`src/rtl/tx_framer_pkg.sv`:
```
// Shared constants and types for the 8b10b transmit framer: the four K-codes
// the framer emits and the framer FSM state type.
package tx_framer_pkg;

  localparam logic [7:0] K28_5 = 8'hBC;  // idle / comma
  localparam logic [7:0] K27_7 = 8'hFB;  // start of packet
  localparam logic [7:0] K29_7 = 8'hFD;  // end of packet
  localparam logic [7:0] K23_7 = 8'hF7;  // fill on upstream underrun

  typedef enum logic [1:0] {
    IDLE = 2'd0,
    DATA = 2'd1,
    EOP  = 2'd2
  } tx_framer_state_t;

endpackage

```
`src/rtl/tx_framer_8b10b.sv`:
```
// AXI-Stream byte stream to continuous K/data symbol stream for an 8b10b encoder.
// Define TX_FRAMER_ALIGN_EN to insert periodic K28.5 alignment commas inside frames.
module tx_framer_8b10b
  import tx_framer_pkg::*;
#(
  parameter int IFG_MIN      = 2,
  parameter int ALIGN_PERIOD = 256
) (
  input  logic       clk,
  input  logic       reset,
  input  logic [7:0] s_tdata,
  input  logic       s_tvalid,
  input  logic       s_tlast,
  output logic       s_tready,
  output logic [7:0] m_code_8b,
  output logic       m_is_k,
  output logic       m_valid,
  input  logic       m_ready
);

  localparam logic [7:0] IFG_MIN_C = 8'(IFG_MIN);

  tx_framer_state_t state_q, state_d;
  logic [7:0]       gap_cnt_q, gap_cnt_d;
  logic [7:0]       code_q, code_d;
  logic             is_k_q, is_k_d;
  logic             valid_q, valid_d;
  logic             advance;
  logic             align_due;

  assign advance = !valid_q || m_ready;

  // A byte is never taken while reset is asserted, since that frame is abandoned.
  assign s_tready = advance && (state_q == DATA) && !align_due && !reset;

  // NOTE: every always_comb output gets a default first, so no path can infer a latch.
  always_comb begin
    state_d   = state_q;
    gap_cnt_d = gap_cnt_q;
    code_d    = code_q;
    is_k_d    = is_k_q;
    valid_d   = valid_q;
    if (advance) begin
      valid_d = 1'b1;
      is_k_d  = 1'b1;
      unique case (state_q)
        IDLE: begin
          if ((gap_cnt_q >= IFG_MIN_C) && s_tvalid) begin
            code_d  = K27_7;
            state_d = DATA;
          end else begin
            code_d = K28_5;
            if (gap_cnt_q != 8'hFF) gap_cnt_d = gap_cnt_q + 8'd1;
          end
        end
        DATA: begin
          if (align_due) begin
            code_d = K28_5;
          end else if (s_tvalid) begin
            code_d = s_tdata;
            is_k_d = 1'b0;
            if (s_tlast) state_d = EOP;
          end else begin
            code_d = K23_7;
          end
        end
        EOP: begin
          if (align_due) begin
            code_d = K28_5;
          end else begin
            code_d    = K29_7;
            gap_cnt_d = 8'd0;
            state_d   = IDLE;
          end
        end
        default: state_d = IDLE;
      endcase
    end
  end

  // NOTE: sequential state uses non-blocking assignments so all registers update together.
  always_ff @(posedge clk) begin
    if (reset) begin
      state_q   <= IDLE;
      gap_cnt_q <= IFG_MIN_C;
      code_q    <= K28_5;
      is_k_q    <= 1'b1;
      valid_q   <= 1'b0;
    end else begin
      state_q   <= state_d;
      gap_cnt_q <= gap_cnt_d;
      code_q    <= code_d;
      is_k_q    <= is_k_d;
      valid_q   <= valid_d;
    end
  end

`ifdef TX_FRAMER_ALIGN_EN
  localparam logic [15:0] ALIGN_LAST = 16'(ALIGN_PERIOD - 1);

  logic [15:0] align_cnt_q, align_cnt_d;

  assign align_due = (align_cnt_q == ALIGN_LAST);

  // Counts consecutive non-comma symbols; a data byte of 0xBC is not a comma.
  always_comb begin
    align_cnt_d = align_cnt_q;
    if (advance) begin
      align_cnt_d = (is_k_d && (code_d == K28_5)) ? 16'd0 : align_cnt_q + 16'd1;
    end
  end

  always_ff @(posedge clk) begin
    if (reset) align_cnt_q <= 16'd0;
    else       align_cnt_q <= align_cnt_d;
  end
`else
  logic unused_align_period;

  assign align_due           = 1'b0;
  assign unused_align_period = ^ALIGN_PERIOD;
`endif

  assign m_code_8b = code_q;
  assign m_is_k    = is_k_q;
  assign m_valid   = valid_q;

endmodule

```
`config.mk`:
```
export PLATFORM = sky130hd
export DESIGN_NAME = tx_framer_8b10b
export DESIGN_NICKNAME = d
export VERILOG_FILES = /design/src/rtl/tx_framer_pkg.sv /design/src/rtl/tx_framer_8b10b.sv
export SDC_FILE = /design/constraint.sdc
export NUM_CORES = 1
export LEC_CHECK = 0
export ABC_AREA = 0
export BUFFER_PORTS_ARGS = -buffer_cell sky130_fd_sc_hd__buf_2
export CELL_PAD_IN_SITES_DETAIL_PLACEMENT = 0
export CELL_PAD_IN_SITES_GLOBAL_PLACEMENT = 2
export CORE_ASPECT_RATIO = 1.2
export CORE_MARGIN = 10
export CORE_UTILIZATION = 30
export CTS_BUF_LIST = sky130_fd_sc_hd__clkbuf_16
export DETAILED_ROUTE_END_ITERATION = 6
export PLACE_DENSITY_LB_ADDON = 0.08
export SLEW_MARGIN = 40
export SYNTH_ARGS = -nofsm -noshare
export SYNTH_HDL_FRONTEND = slang
export SYNTH_SLANG_ARGS = --single-unit
```
`constraint.sdc`:
```
create_clock -name clk -period 2.57 [get_ports clk]
set_clock_uncertainty 0.05 [all_clocks]
set_input_delay 0.514 -clock clk [delete_from_list [all_inputs] [get_ports clk]]
set_output_delay 0.514 -clock clk [all_outputs]
set_load 0.005 [all_outputs]
```
==> metrics.md <==
| Metric | Value |
|---|---|
| Max Transition Viols Final | 0 |
| Pin count of the biggest net entering global routing | 17 |
| Core area | 0.003425 mm2 |
| Netlist cell types | 34 |
| Total Neg Setup Slack | 0 ns |
| Syn_nets | 150 |
| Max Fanout on Critical Path | 11 |
| Die Wd | 74.86 um |
| Tmin final | 2.365 ns |
| Seq/Total Area, Yosys | 36.95% |
| Die area | 0.006426 mm2 |
| Resize count post-CTS | 0 |
| Worst slew margin | 56.98% |
| Initial Util | 31.64% |
| Boundary Pins | 24 |
| Commonest cells post-synth | 20 x dfxtp_1, 16 x a21oi_1, 12 x nand2_1 |
| RSZ-0062 raised after global routing | no |
| H-tree Lvls | 1 |
| Yosys warnings | 0 |
| Nets | 173 |
| Die Y-Extent | 85.84 um |
| Cells after Synth | 130 |
| Initial antenna violation count | 0 |
| Top-area cell type share of the netlist area | 36.95% |
| CTS tree | yes |
| CTS max path bufs | 2 |
| CTS Buf Count | 3 |
| Clock latency on the worst-skew pair | 0.25 ns |
| Worst Hold Class | flip-flop to flip-flop |
| # rows | 23 |
| Area growth, synth to finish | 22.52% |
| Post-CTS Setup Bufs | 0 |
| Slew @ Worst Pin | 0.6425 ns |
| Worst VDD drop | 213.7 uV |
| Critical path class | flip-flop to flip-flop |
| Final Cycle Share | 92.04% |
| # hold bufs at CTS | 0 |
| Global-route wire length before repair | 4781 um |
| Arr. time, crit path | 2.49 ns |
| Port-buffer cells | 23 |
| GP Congestion | 0.7939 |
| Pwr Total | 0.001013 W |
| Critical Path Source Type | flip-flop |
| Yosys top cell by area | dfxtp_1 |
| Antenna cells | 0 |
| Max-Cap Viols | 0 |
| Drc violations | 0 |
| Final setup vio count | 0 |
| Largest cells by area after synthesis | dfxtp_1 37%, ha_1 8.1%, a21oi_1 7.4% |
| Vias in the first global route | 948 |
| DRT antenna net count | 0 |
| Worst setup EP type | flip-flop |
| Synthesized cell area | 0.001084 mm2 |
| DR iter-0 viols | 39 |
| Worst-path clk slew | 0.06 ns |
| CTS Sinks | 20 |
| Post-DP HPWL | 2166 um |
| CTS root buffer | clkbuf_16 |
| Mapped Avg Cell Area | 8.335 um2 |
| WL final | 2825 um |
| FFs w/ async S/R, synth | 0% |
| GRT Overall Usage | 9.254% |
| Most frequent cell after synthesis | dfxtp_1 |
| Pwr Density | 762.8 mW/mm2 |
| Crit path required time | 2.70 ns |
| Lkg Pwr | 0.5185 nW |
| Post-synth EDFFs | 0 |
| Layout cells sized above 1 | 20.39% |
| Status | finished, final reports clean |
| Register bit total from synthesis | 20 |
| Wire per inst | 14.95 um |
| Max frequency | 422.8 MHz |
| Drt via density | 5.296 |
| Final Hold Violating Endpoints | 0 |
| DRT Pass-1 Iters | 4 |
| Total congestion overflow | 0 |
| Top_reg_cell synth | dfxtp_1 |
| Via count | 1,001 |
layout by cell type (no fill, tap or decap), types with 5 or more instances in the layout:
master    n
a21oi_1  16
inv_1     5
dfxtp_1  20
nor2b_1   5
nor2_1    7
nand2_1  12
buf_2    23
o21ai_0   7
ha_1      7
path summary, 6_finish.rpt:
path	end	slack, ns	start	cells after the start
setup / recovery	gap_cnt_q[5]	0.20	gap_cnt_q[0]	7
setup reg to reg	gap_cnt_q[5]	0.20	gap_cnt_q[0]	7
hold reg to reg	m_code_8b[6]	0.40	m_code_8b[6]	2
hold / removal	m_code_8b[6]	0.40	m_code_8b[6]	2
sequential cells by signal, summed over array words and instances (netlist names):
signal     count
m_valid        1
gap_cnt_q      8
m_code_8b      8
m_is_k         1
state_q        2
layout make-up:
class	instances	area, um2
timing repair buffer	24	122.6
clock buffer	3	75.07
sequential	20	400.4
clock inverter	1	30.03
inverter	6	22.52
fill	356	2097
tap	37	46.29
multi-input combinational	98	630.6
worst max-delay path, stage by stage, from the launching register on:
cell and delay (ns):
dfxtp_1 0.37, inv_1 0.09, ha_1 0.20, or4_4 0.43, o21ai_4 0.18, a41oi_2 0.29, or4_1 0.55, a21oi_1 0.15
per-layer routing:
layer | wire length (um) | vias up | share of wire [%] | global-route usage, %
li1 | - | 513 | - | -
met4 | 19 | 0 | 0.67 | 3.103
met1 | 1230 | 465 | 44 | 11.65
met3 | 171 | 2 | 6.1 | 2.191
met5 | 0 | - | 0 | 0
met2 | 1404 | 21 | 50 | 14.84
through the flow:
step                instance area [um2]  hold slack, ns  util (%)  cells  setup slack [ns]
floorplan                          1084          0.4027         -    130            0.4473
global placement                   1222          0.3908     35.70    185            0.3027
detailed placement                 1222          0.3969     35.70    185            0.2251
CTS                                1328          0.4057     38.77    189            0.1993
global route                       1328          0.4199     38.77    189           0.08092
finish                             1328          0.4038     38.77    189            0.2047
cell families after synthesis:
group           synth area share (%)
buf+inv                        4.850
simple gates                   23.09
flops                          36.95
mux                            1.848
xor+xnor                       1.617
compound gates                 23.56
fa+ha+maj                      8.083
where the power goes:
part	leakage [nW]	internal [W]	switching (W)	total (W)
clock	0.0511	0.000309	0.000118	0.000427
sequential	0.164	0.000340	0.0000211	0.000361
combinational	0.303	0.0000978	0.000126	0.000224
total	0.518	0.000747	0.000265	0.00101
(Power assumes the default switching activity.)
